===== src/rtl/arm_cond_pkg.sv =====
// Shared types for ARM condition evaluation: condition codes, NZCV flag layout
// and the branch-resolution FSM state encoding.
package arm_cond_pkg;

    typedef enum logic [3:0] {
        EQ = 4'h0, NE = 4'h1, HS = 4'h2, LO = 4'h3,
        MI = 4'h4, PL = 4'h5, VS = 4'h6, VC = 4'h7,
        HI = 4'h8, LS = 4'h9, GE = 4'hA, LT = 4'hB,
        GT = 4'hC, LE = 4'hD, AL = 4'hE, NV = 4'hF
    } cond_e;

    localparam int FLAG_N = 3;
    localparam int FLAG_Z = 2;
    localparam int FLAG_C = 1;
    localparam int FLAG_V = 0;

    typedef struct packed {
        logic n;
        logic z;
        logic c;
        logic v;
    } nzcv_t;

    typedef enum logic [1:0] {
        IDLE  = 2'd0,
        STALL = 2'd1,
        FLUSH = 2'd2
    } brst_e;

    function automatic nzcv_t nzcv_unpack(input logic [3:0] raw);
        nzcv_t f;
        f.n = raw[FLAG_N];
        f.z = raw[FLAG_Z];
        f.c = raw[FLAG_C];
        f.v = raw[FLAG_V];
        return f;
    endfunction

endpackage


===== src/rtl/cond_eval.sv =====
// Combinational ARM condition-code evaluator: (cond, NZCV) -> condition holds.
// Shared by the branch unit and, later, conditional-select.
module cond_eval
    import arm_cond_pkg::*;
(
    input  logic [3:0] cond,
    input  logic [3:0] nzcv,
    output logic       cond_true
);

    nzcv_t f_s;

    assign f_s = nzcv_unpack(nzcv);

    // Condition decode; AL and NV are both unconditional on this core.
    always_comb begin
        cond_true = 1'b0;
        case (cond_e'(cond))
            EQ:      cond_true = f_s.z;
            NE:      cond_true = ~f_s.z;
            HS:      cond_true = f_s.c;
            LO:      cond_true = ~f_s.c;
            MI:      cond_true = f_s.n;
            PL:      cond_true = ~f_s.n;
            VS:      cond_true = f_s.v;
            VC:      cond_true = ~f_s.v;
            HI:      cond_true = f_s.c & ~f_s.z;
            LS:      cond_true = ~f_s.c | f_s.z;
            GE:      cond_true = (f_s.n == f_s.v);
            LT:      cond_true = (f_s.n != f_s.v);
            GT:      cond_true = ~f_s.z & (f_s.n == f_s.v);
            LE:      cond_true = f_s.z | (f_s.n != f_s.v);
            AL:      cond_true = 1'b1;
            NV:      cond_true = 1'b1;
            default: cond_true = 1'b0;
        endcase
    end

endmodule


===== src/rtl/cond_branch_unit.sv =====
// NZCV flag register plus B.cond / CBZ resolution in ID with IF flush and flag-hazard stall.
// Optional feature: define FLAG_FWD_EN to forward EX flags into ID and never stall.
module cond_branch_unit
    import arm_cond_pkg::*;
#(
    parameter int FLUSH_CYCLES = 1
) (
    input  logic       clk,
    input  logic       reset,
    input  logic       ex_valid,
    input  logic       ex_set_flags,
    input  logic [3:0] ex_flags,
    input  logic       id_valid,
    input  logic       id_is_bcond,
    input  logic       id_is_cbz,
    input  logic [3:0] id_cond,
    input  logic       id_rt_zero,
    output logic [3:0] flags_q,
    output logic       br_taken,
    output logic       flush_if,
    output logic       hazard_stall
);

    localparam int FC_EFF = (FLUSH_CYCLES < 1) ? 1 : ((FLUSH_CYCLES > 3) ? 3 : FLUSH_CYCLES);
    localparam int CNT_W  = $clog2(FC_EFF + 1);
    localparam logic [CNT_W-1:0] CNT_LOAD = CNT_W'(FC_EFF - 1);

    brst_e            state_r;
    brst_e            state_nx_s;
    logic [CNT_W-1:0] cnt_r;
    logic [CNT_W-1:0] cnt_nx_s;

    logic       flag_wr_s;
    logic       cbz_s;
    logic       bcond_s;
    logic       hazard_s;
    logic [3:0] eval_flags_s;
    logic       bcond_true_s;
    logic       taken_s;
    logic       br_s;
    logic       flush_s;
    logic       stall_s;

    assign flag_wr_s = ex_valid & ex_set_flags;
    // CBZ wins when decode asserts both branch kinds.
    assign cbz_s     = id_valid & id_is_cbz;
    assign bcond_s   = id_valid & id_is_bcond & ~id_is_cbz;

    // Flag source for B.cond and the read-after-write flag hazard.
    always_comb begin
        eval_flags_s = flags_q;
        hazard_s     = 1'b0;
`ifdef FLAG_FWD_EN
        if (flag_wr_s) begin
            eval_flags_s = ex_flags;
        end else begin
            eval_flags_s = flags_q;
        end
`else
        if (bcond_s && flag_wr_s) begin
            hazard_s = 1'b1;
        end else begin
            hazard_s = 1'b0;
        end
`endif
    end

    cond_eval u_cond_eval (
        .cond      (id_cond),
        .nzcv      (eval_flags_s),
        .cond_true (bcond_true_s)
    );

    assign taken_s = cbz_s ? id_rt_zero : (bcond_s & bcond_true_s);

    // Architectural NZCV register.
    always_ff @(posedge clk) begin
        if (reset) begin
            flags_q <= 4'b0000;
        end else if (flag_wr_s) begin
            flags_q <= ex_flags;
        end
    end

    // FSM state and flush counter.
    always_ff @(posedge clk) begin
        if (reset) begin
            state_r <= IDLE;
            cnt_r   <= {CNT_W{1'b0}};
        end else begin
            state_r <= state_nx_s;
            cnt_r   <= cnt_nx_s;
        end
    end

    // Next-state logic and pipeline-control outputs.
    always_comb begin
        state_nx_s = state_r;
        cnt_nx_s   = cnt_r;
        br_s       = 1'b0;
        flush_s    = 1'b0;
        stall_s    = 1'b0;
        case (state_r)
            IDLE: begin
                if (hazard_s) begin
                    stall_s    = 1'b1;
                    state_nx_s = STALL;
                end else if (taken_s) begin
                    br_s       = 1'b1;
                    flush_s    = 1'b1;
                    cnt_nx_s   = CNT_LOAD;
                    state_nx_s = FLUSH;
                end else begin
                    state_nx_s = IDLE;
                end
            end
            STALL: begin
                // The stalled EX write has landed; an upstream-squashed ID simply drops out.
                if (taken_s) begin
                    br_s       = 1'b1;
                    flush_s    = 1'b1;
                    cnt_nx_s   = CNT_LOAD;
                    state_nx_s = FLUSH;
                end else begin
                    state_nx_s = IDLE;
                end
            end
            FLUSH: begin
                // ID here holds an already-squashed instruction, so branches are ignored.
                if (cnt_r != {CNT_W{1'b0}}) begin
                    flush_s  = 1'b1;
                    cnt_nx_s = cnt_r - CNT_W'(1);
                end else begin
                    state_nx_s = IDLE;
                end
            end
            default: begin
                state_nx_s = IDLE;
                cnt_nx_s   = {CNT_W{1'b0}};
            end
        endcase
        if (reset) begin
            br_s    = 1'b0;
            flush_s = 1'b0;
            stall_s = 1'b0;
        end else begin
            stall_s = stall_s;
        end
    end

    assign br_taken     = br_s;
    assign flush_if     = flush_s;
    assign hazard_stall = stall_s;

endmodule

===== config.mk =====
export PLATFORM = sky130hd
export DESIGN_NAME = cond_branch_unit
export DESIGN_NICKNAME = d
export VERILOG_FILES = /design/src/rtl/arm_cond_pkg.sv /design/src/rtl/cond_eval.sv /design/src/rtl/cond_branch_unit.sv
export SDC_FILE = /design/constraint.sdc
export NUM_CORES = 1
export LEC_CHECK = 0
export CAP_MARGIN = 20
export CORE_AREA = 5 5 42 44
export DETAILED_ROUTE_END_ITERATION = 6
export DIE_AREA = 0 0 47 49
export PLACE_DENSITY = 0.75
export SLEW_MARGIN = 40
export SYNTH_ARGS = -nofsm -noshare
export SYNTH_HDL_FRONTEND = slang
export SYNTH_SLANG_ARGS = --single-unit

===== constraint.sdc =====
create_clock -name clk -period 1.6 [get_ports clk]
set_input_delay 0.16 -clock clk [delete_from_list [all_inputs] [get_ports clk]]
set_output_delay 0.16 -clock clk [all_outputs]
set_load 0.01 [all_outputs]

; Word-level counts from Yosys, hierarchy flattened
; Cells that the tools add are included.
; W data, S select, Z words.
[word_totals]
regBits = 7
in_bits = 16
elab_cells = 64
[classes]
add_sub_neg = 1
n_eq_ne = 21
mux = 21
n_bitwise = 14
reduce_logical = 4
[ops]
columns = cell, n
row1 = $eq A4 B4 Y1 const B, 8
row2 = $eq A4 B3 Y1 const B, 4
row3 = $pmux W1 S15, 1
row4 = $mux W1, 13
row5 = $eq A4 B2 Y1 const B, 2
row6 = $and A1 B1 Y1, 7
row7 = $mux W2, 3
row8 = $pmux W1 S3, 2
row9 = $pmux W2 S3, 1
row10 = $not A1 Y1, 5
row11 = $eq A4 B1 Y1 const B, 1
row12 = $logic_not A4 Y1, 1
row13 = $ne A2 B2 Y1 const B, 2
row14 = $eq A2 B1 Y1 const B, 1
row15 = $eq A2 B2 Y1 const B, 1
row16 = $logic_not A2 Y1, 1
row17 = $or A1 B1 Y1, 2
row18 = $pmux W1 S2, 1
row19 = $reduce_or A2 Y1, 1
row20 = $eq A1 B1 Y1, 1
row21 = $logic_and A1 B1 Y1, 1
row22 = $ne A1 B1 Y1, 1
row23 = $sub A1 B1 Y1 const B, 1

; Depth between registers and ports, before layout
; Gate-level depths: netlist (run 1).
[logic_depth]
word_depth = 9
depth_mapped = 6
ltp_nobuf = 5

; Modules after synthesis
; From an unflattened synthesis (run 1), not the netlist that was laid out.
[unflattened]
cells_unflattened = 59
hier_area_um2 = 450.4
[modules_own_cells]
columns = module, instances, cells_per_inst, area_each_um2
row1 = cond_branch_unit, 1, 30, 249.0
row2 = cond_eval, 1, 29, 201.4

; Worst setup path after synthesis (run 1)
; Ideal clock, no wire load.
[synth_path]
path_type = reg2out
start = register flags_q[0]
end = output br_taken
t_arrival_ns = 1.416
path_slack_ns = 0.024
path_stages_with_launch = 6
n_path_buf = 1
cell_sequence = dfxtp_1 buf_2 mux2_4 a32o_1 nor3_2 a21oi_1
[synth_via]
elab_chain_len = 9
elab_cells_between_ends = 12
[synth_rtl]
columns = item, line
row1 = from (decl), cond_branch_unit.sv:18  ; output logic [3:0] flags_q,
row2 = from (signal assigned), cond_branch_unit.sv:81  ; flags_q <= ex_flags;
row3 = $ne A1 B1 Y1 or $eq A1 B1 Y1 (tied branches), --
row4 = $or A1 B1 Y1 or $and A1 B1 Y1 (tied branches), "cond_eval.sv:32, cond_eval.sv:31"
row5 = $pmux W1 S15 *, cond_eval.sv:18  ; case (cond_e'(cond))
row6 = $and A1 B1 Y1 *, cond_branch_unit.sv:74  ; assign taken_s = cbz_s ? id_rt_zero : (bcond_s & bcond_true_s);
row7 = $mux W1 *, cond_branch_unit.sv:74
row8 = $mux W1 *, "cond_branch_unit.sv:108, cond_branch_unit.sv:119"
row9 = $mux W1, cond_branch_unit.sv:105  ; if (hazard_s) begin
row10 = $pmux W1 S2 *, cond_branch_unit.sv:103  ; case (state_r)
row11 = $mux W1 *, cond_branch_unit.sv:142  ; if (reset) begin
row12 = to (decl), cond_branch_unit.sv:19  ; output logic br_taken,
; Mark *: on every way between the ends. The rest lies on a longest branch, timed or not.

; Worst setup path after layout (run 1)
[layout_path]
start = register flags_q[0]
end = output flush_if
[layout_via]
elab_chain_len = 9
elab_cells_between_ends = 12
[layout_rtl]
columns = item, line
row1 = $ne A1 B1 Y1 or $eq A1 B1 Y1 (tied branches), --
row2 = $or A1 B1 Y1 or $and A1 B1 Y1 (tied branches), "cond_eval.sv:32, cond_eval.sv:31"
row3 = $pmux W1 S15 *, cond_eval.sv:18
row4 = $and A1 B1 Y1 *, cond_branch_unit.sv:74
row5 = $mux W1 *, cond_branch_unit.sv:74
row6 = $mux W1 *, "cond_branch_unit.sv:108, cond_branch_unit.sv:119"
row7 = $mux W1, cond_branch_unit.sv:105
row8 = $pmux W1 S3 *, cond_branch_unit.sv:103
row9 = $mux W1 *, cond_branch_unit.sv:142
row10 = to (decl), cond_branch_unit.sv:20  ; output logic flush_if,
; Marked as above.

==> results of run 1 <==
## worst max-delay path: cells and delay by family (launching register included)
family | cells | cell delay, ns
AO/OA/AOI/OAI | 2 | 0.31
multiplexers | 1 | 0.30
AND/OR/NAND/NOR | 1 | 0.16
flip-flops | 1 | 0.37
buffers and inverters | 1 | 0.15
## layout by cell type (no fill, tap or decap), drive strengths merged
master / count
nor3: 4
a22oi: 1
nand3: 8
dlymetal6s2s: 1
o211ai: 1
mux2: 1
buf: 23
a31oi: 1
nand2: 9
a21oi: 9
clkbuf: 3
xnor2: 3
clkdlybuf4s50: 14
a32o: 1
o31ai: 3
nor4bb: 1
nor2: 3
and3b: 1
nor2b: 2
inv: 1
dlygate4sd2: 4
nand4: 1
dfxtp: 6
or3: 1
nor4: 1
or4: 1
o21ai: 2
## metal layers
| layer | routed length (µm) | track usage | vias to the layer above |
|---|---|---|---|
| met2 | 842 | 0.240 | 21 |
| met1 | 615 | 0.151 | 296 |
| met4 | 70 | 0.124 | 0 |
| met3 | 105 | 0.0221 | 7 |
| met5 | 0 | 0 | - |
| li1 | - | - | 325 |
## final timing paths
path                   start  slack [ns]  depth (start not counted)         end
setup / recovery  flags_q[0]       -0.11                          5    flush_if
hold / removal     id_is_cbz        0.35                          4  state_r[0]
setup reg to reg  flags_q[0]        0.15                          6  state_r[1]
hold reg to reg   state_r[1]        0.47                          1  state_r[0]
## synthesized netlist by cell type
cell type,count
a21oi_1,9
a22oi_2,1
a31oi_1,1
a32o_1,1
and3b_1,1
buf_2,1
buf_4,2
buf_6,1
dfxtp_1,6
inv_2,1
mux2_4,1
nand2_1,9
nand3_1,8
nand4_1,1
nor2_1,3
nor2b_1,2
nor3_1,3
nor3_2,1
nor4_1,1
nor4bb_1,1
o211ai_1,1
o21ai_0,2
o31ai_1,3
or3_1,1
or4_1,1
xnor2_1,3
## cell families (layout without fill, tap and decap cells)
family / after synthesis / after routing
mux: 1 / 1
xor+xnor: 3 / 3
simple gates: 32 / 32
flops: 6 / 6
compound gates: 18 / 18
buf+inv: 5 / 46
## sequential cells by signal (all words and copies together) (netlist names)
signal   flops
state_r      2
flags_q      4
## repair_timing
item | in CTS | in global routing
cloned | 1 | 0
endpoints found under the setup margin | 3 | 3
pin swaps | 10 | 5
resized for setup | 22 | 10
setup buffers | 1 | 1
## metrics by stage
stage	hold slack [ns]	utilization
after floorplan	0.229	-
after global placement	0.431	0.581
after detailed placement	0.435	0.581
after CTS	0.443	0.601
after global routing	0.399	0.639
final	0.350	0.639
## power by group through the flow
stage	Combinational [mW]	Sequential (mW)	Clock, mW
finish	0.182	0.162	0.147
global route	0.198	0.163	0.163
CTS	0.166	0.162	0.154
detailed placement	0.164	0.165	0
global placement	0.161	0.165	0
floorplan	0.0693	0.166	0
## cell type report
cell class                      instances  area (µm²)  share of cell area
Multi-Input combinational cell         54         369               0.412
Timing Repair Buffer                   42         354               0.395
Sequential cell                         6         126               0.141
Clock buffer                            3        22.5              0.0251
Tap cell                               16        20.0              0.0223
Inverter                                1        3.75             0.00419
==> qor.txt, run 1 <==
Pleak: 0.385 nW
Design Area, Final: 896 µm²
ANT nets after route: 0
# clock sinks: 6
CTS tree: done
Sw power: 0.144 mW
Setup Skew: 0.0118 ns
Synth unique cells: 26
Hold_buf cts: 0
Multiplexer share of the synthesized area: 0.0314
Initial antenna violation count: 0
Die width: 47 µm
CP startpoint kind: flop
Tightest Pin Transition: 0.303 ns
RSZ-0062 raised after global routing: yes
Final period util: 1.07
Most area-hungry cell type in the Yosys netlist: dfxtp_1
Count of final setup violators: 2
Synth Register Bits: 6
Peak VDD IR: 0.427 mV
Internal cell power: 0.348 mW
Max Root-Sink Buffers: 2
Placer Congestion: 0.843
Cell Pwr Density: 549 nW/µm²
Dpl ws: -0.714 ns
Routed WL per cell: 13.4 µm
Post-Syn Nets: 81
Max Freq: 586 MHz
Placed Cells incl. Taps: 116
Max H-tree Level: 1
Die area: 2300 µm²
Routed Wire Length: 1.63 mm
Synth Area in Adders: 0
ANT cells: 0
CP Data Arrival Time: 1.55 ns
Average cell area after synthesis: 7.35 µm²
Combinational power share: 0.370
DRT iter0 DRCs: 3
Synth top area share: 0.251
Pwr Total: 0.492 mW
# Max-Cap Violations: 0
Core area: 1400 µm²
Clk slew on worst S/H paths: 0.05 ns
GRT Overall Usage: 0.146
Part of the power in the clock network: 0.300
Sw Share: 0.292
I/O Buffers: 22
First-pass GRT wire length: 2.50 mm
Failing checks: setup timing
Largest net degree at the start of global routing: 10
Sequential power share: 0.330
Post-Synth Simple-Gate Area: 0.351
Fin worst setup slack: -0.107 ns
Post-route DRC: 0
Yosys warnings: 0
Clock Latency Late Sink: 0.26 ns
Remaining global-route overflow: 0
Post-Syn Area: 478 µm²
Xor/xnor share of the synthesized area: 0.0550
Slew Viols, Final: 0
Slowest cell on crit path: dfxtp_4
Clock period minus worst slack: 1.71 ns
Area contributors post-synth: dfxtp_1, a21oi_1, nand3_1, nand2_1, xnor2_1
Initial Util: 0.341
HPWL Detailed: 1.18 mm
Critical path cell sequence: mux2_4, a32o_1, nor3_2, a21oi_1, buf_2
Compound-Gate Fraction of Synth Area: 0.238
Status: complete, but fails checks
Worst Hold Class: primary input to flop
Main combinational cell family by area after synthesis: simple AND/OR/NAND/NOR gates
Share of layout cells above drive strength 1: 0.387
CP Class: flop to output pin
Vias in the first global route: 660
Fillcell total: 146
Std-Cell Rows: 14
CP max FO: 5
Final hold violation count: 0
Setup_tns: -0.212 ns
Layout area overhead: 87.4%
Worst Path Required: 1.44 ns
TritonCTS buffer count: 3
Worst setup EP type: output pin
Clock root buffer master: clkbuf_4
Synthesized instance count: 65
# IOs: 23
Final std cells w/o fill: 122
Nets: 124
Die Ht: 49 µm
Sequential fraction of the synthesis area: 0.251
Placement Cell Area: 815 µm²
Routed via count: 649
Max incr delay on CP: 0.37 ns
Vias/cell: 5.32
Max-Slew Margin vs Limit: 0.798
DRT Pass-1 Iters: 4
Power figures use the tool's default switching activity.
==> run 2: changes to the inputs <==
Settings changed: REMOVE_ABC_BUFFERS set to 1.
==> run 2 against run 1 <==
The flow still finishes with violations (setup timing). Setup slack got worse by 0.038 ns. Sequential cell count did not move. Die area did not move. Critical path type unchanged. Critical endpoint is now br_taken.
==> qor.txt, run 2 (same netlist as run 1, synthesis figures left out) <==
CTS tree: done
Share of layout cells above drive strength 1: 0.429
Pleak: 0.383 nW
Worst setup EP type: output pin
Met1 GRT Util: 0.158
Worst Path Required: 1.44 ns
CP startpoint kind: flop
Slowest cell on crit path: dfxtp_4
TritonCTS buffer count: 3
# IOs: 23
DRT iter0 DRCs: 38
Hold slack: 0.468 ns
Die area: 2300 µm²
RSZ-0062 raised after global routing: yes
I/O Buffers: 22
Critical path cell sequence: buf_6, o31ai_1, a32o_2, nor3_4, a21oi_1, buf_2
Slew Viols, Final: 0
Commonest non-fill, non-tap cell in the layout: buf_4
Pwr Total: 0.489 mW
Fillcell total: 128
DRT Pass-1 Iters: 4
Max-Slew Margin vs Limit: 0.747
Max Freq: 573 MHz
Clock period minus worst slack: 1.74 ns
HPWL Detailed: 1.18 mm
Die width: 47 µm
Routed Wire Length: 1.72 mm
First-pass GRT wire length: 2.48 mm
Core area: 1400 µm²
GRT Overall Usage: 0.145
Initial Util: 0.341
Max FFs per register: 4
Layer with the highest usage: met2
Final hold violation count: 0
Hold_buf cts: 0
Worst reg2reg path depth: 4
Routed via count: 662
Max Root-Sink Buffers: 2
ANT nets after route: 0
Clk slew on worst S/H paths: 0.05 ns
Final Util: 0.650
Fin worst setup slack: -0.145 ns
CP Class: flop to output pin
CP Data Arrival Time: 1.58 ns
Top reg by flops: flags_q
Max incr delay on CP: 0.36 ns
Met2 usage: 0.244
Post-route DRC: 0
Flop-to-flop setup slack: 0.30 ns
M3 GR Usage: 0.0221
Most frequent cells in the layout: buf_4, clkdlybuf4s50_1, a21oi_1, nand2_1, nand3_1
Remaining global-route overflow: 0
Hold path cells: 1
Cell Pwr Density: 537 nW/µm²
Vias/cell: 5.47
Worst Hold Class: flop to flop
Tightest Pin Transition: 0.377 ns
Die Ht: 49 µm
Std-Cell Rows: 14
Setup Skew: 0.00335 ns
Max H-tree Level: 1
Clock root buffer master: clkbuf_4
Largest net degree at the start of global routing: 9
Regs by FF count: flags_q x4, state_r x2
Layout area overhead: 90.6%
Final period util: 1.09
Nets: 123
Routed WL per cell: 14.2 µm
Placer Congestion: 0.791
Status: complete, but fails checks
# Max-Cap Violations: 0
ANT cells: 0
Peak VDD IR: 0.457 mV
# clock sinks: 6
Count of final setup violators: 2
Failing checks: setup timing
Clock Latency Late Sink: 0.25 ns
Initial antenna violation count: 0
Vias in the first global route: 653
CP max FO: 4
run 2: area by class of cell:
cell class / instances / area (µm²) / area share
timing repair buffer: 41 / 343 / 0.376
multi-input combinational: 54 / 395 / 0.434
inverter: 1 / 3.75 / 0.00412
tap: 16 / 20.0 / 0.0220
sequential: 6 / 126 / 0.139
clock buffer: 3 / 22.5 / 0.0247
run 2: per-stage QoR:
step / setup slack [ns] / area, µm² / setup TNS [ns] / instances
CTS: -0.120 / 862 / -0.235 / 120
detailed placement: -0.786 / 822 / -2.18 / 117
floorplan: 0.0556 / 447 / 0 / 61
global route: -0.225 / 911 / -0.426 / 121
global placement: -0.738 / 822 / -2.11 / 117
finish: -0.145 / 911 / -0.258 / 121
run 2: final timing paths:
kind	endpoint	start
hold reg to reg	state_r[0]	state_r[1]
setup / recovery	br_taken	flags_q[0]
hold / removal	state_r[0]	state_r[1]
setup reg to reg	state_r[1]	flags_q[0]
run 2: per-layer routing:
layer | up-vias | routed length [µm]
met5 | - | 0
li1 | 329 | -
met2 | 36 | 952
met4 | 0 | 42
met3 | 6 | 103
met1 | 291 | 620
run 2: what timing repair did:
action / in CTS / in global routing
hold endpoints to repair: 0 / 0
setup endpoints to repair: 3 / 3
pin swaps: 12 / 5
cloned: 0 / 0
resized for setup: 27 / 11
buffers inserted: 0 / 1
run 2: power by group:
group	switching, mW	internal, mW	leakage (nW)
clock	0.0558	0.0849	0.0138
sequential	0.00796	0.156	0.0505
combinational	0.0783	0.106	0.319
run 2: worst max-delay path: cells and delay by family, from the launching register on:
| family | cells | cell delay [ns] |
|---|---|---|
| AOI/OAI and AO/OA | 3 | 0.67 |
| DFF | 1 | 0.36 |
| buffers and inverters | 2 | 0.26 |
| and+or+nand+nor | 1 | 0.05 |
==> run 3: changes to the inputs <==
Settings changed: SETUP_SLACK_MARGIN set to 0.4.
==> run 3 against run 2 <==
The flow still finishes with violations (setup timing). Critical path type unchanged. Largest cell class unchanged. Global-route usage unchanged. Critical endpoint unchanged. Final area shrank 1.9%. Via count is 4.4% lower.
==> qor.txt, run 3 (same netlist as run 1, synthesis figures left out) <==
Vias in the first global route: 653
ANT cells: 0
Initial antenna violation count: 0
Tightest Pin Transition: 0.374 ns
Routed WL per cell: 13.5 µm
Critical path cell sequence: buf_6, o31ai_1, a32o_2, nor3_4, a21oi_1, buf_2
Max Root-Sink Buffers: 2
Max incr delay on CP: 0.36 ns
Slowest cell on crit path: dfxtp_4
CP startpoint kind: flop
Regs by FF count: flags_q x4, state_r x2
I/O Buffers: 22
Die Ht: 49 µm
Routed Wire Length: 1.63 mm
Dpl ws: -0.786 ns
Top reg by flops: flags_q
DRT iter0 DRCs: 18
Count of final setup violators: 2
Setup_tns: -0.261 ns
Pleak: 0.399 nW
Max-Slew Margin vs Limit: 0.748
Std-Cell Rows: 14
First-pass GRT wire length: 2.48 mm
Commonest non-fill, non-tap cell in the layout: buf_4
Routed via count: 633
Clk slew on worst S/H paths: 0.04 ns
Clock root buffer master: clkbuf_4
Share of layout cells above drive strength 1: 0.429
Initial Util: 0.341
Layout area overhead: 86.9%
Clock Latency Late Sink: 0.24 ns
Hold slack: 0.444 ns
Delay-heaviest family, CP: compound AO/OA/AOI/OAI gates
Worst Hold Class: primary input to flop
Max Freq: 573 MHz
RSZ-0062 raised after global routing: yes
Most frequent cells in the layout: buf_4, a21oi_1, nand2_1, dlygate4sd2_1, clkdlybuf4s50_1
Max FFs per register: 4
# Max-Cap Violations: 0
# clock sinks: 6
Final hold violation count: 0
Nets: 123
Post-route DRC: 0
Buffer and inverter count on the worst path: 2
ANT nets after route: 0
Largest net degree at the start of global routing: 9
HPWL Detailed: 1.18 mm
Die width: 47 µm
DRT Pass-1 Iters: 4
Die area: 2300 µm²
Placer Congestion: 0.791
# IOs: 23
CTS tree: done
Design Area, Final: 893 µm²
Max H-tree Level: 1
Worst setup EP type: output pin
Vias/cell: 5.23
CP Data Arrival Time: 1.58 ns
GRT Overall Usage: 0.145
Status: complete, but fails checks
Placement Cell Area: 822 µm²
Final period util: 1.09
Remaining global-route overflow: 0
Cell Pwr Density: 529 nW/µm²
Hold_buf cts: 0
CP Class: flop to output pin
Worst Path Required: 1.44 ns
Slew Viols, Final: 0
CP max FO: 4
Peak VDD IR: 0.479 mV
Clock period minus worst slack: 1.74 ns
Setup Skew: 0.00154 ns
Fin worst setup slack: -0.144 ns
Core area: 1400 µm²
TritonCTS buffer count: 3
Failing checks: setup timing
-- run 3: changes by cell type in the layout (fill, tap and decap cells not counted), sizes merged --
cell	change
clkdlybuf4s50	-7
dlygate4sd2	+6
clkdlybuf4s15	+1
-- run 3: final timing paths --
check / start / to / slack (ns) / cells after the start
setup reg to reg: flags_q[0] / state_r[1] / 0.29 / 4
setup / recovery: flags_q[0] / br_taken / -0.14 / 6
hold / removal: id_is_cbz / state_r[0] / 0.44 / 4
hold reg to reg: state_r[1] / state_r[0] / 0.46 / 1
-- run 3: final cells by class --
cell class	instances	area, µm²
fill	135	508
multi-input combinational	54	382
timing repair buffer	41	335
sequential	6	130
clock buffer	3	22.5
tap	16	20.0
inverter	1	3.75
-- run 3: metrics by stage --
| step | power (mW) | utilization | instances |
|---|---|---|---|
| after detailed placement | 0.331 | 0.587 | 117 |
| final | 0.473 | 0.638 | 121 |
| after CTS | 0.470 | 0.610 | 120 |
| after floorplan | 0.222 | - | 61 |
| after global routing | 0.499 | 0.638 | 121 |
| after global placement | 0.328 | 0.587 | 117 |
-- run 3: what timing repair did --
item	CTS	global route
buffers inserted	0	1
resized for setup	35	11
endpoints found under the hold margin	0	0
endpoints found under the setup margin	8	5
pin swaps	12	5
-- run 3: worst reg2reg max path, delay by kind of cell, from the launching register on --
kind	cells	cell delay, ns
AOI/OAI and AO/OA	2	0.36
DFF	1	0.37
and+or+nand+nor	1	0.15
muxes	1	0.31
-- run 3: where the power goes --
group / internal, mW / switching [mW] / total (mW)
clock: 0.0846 / 0.0512 / 0.136
sequential: 0.155 / 0.00783 / 0.163
combinational: 0.0986 / 0.0757 / 0.174
-- run 3: layer usage --
layer	vias to the layer above	wire length, µm	GRT usage
li1	325	-	-
met3	2	90	0.0221
met1	278	611	0.158
met4	0	15	0.0922
met2	28	912	0.244
met5	-	0	0
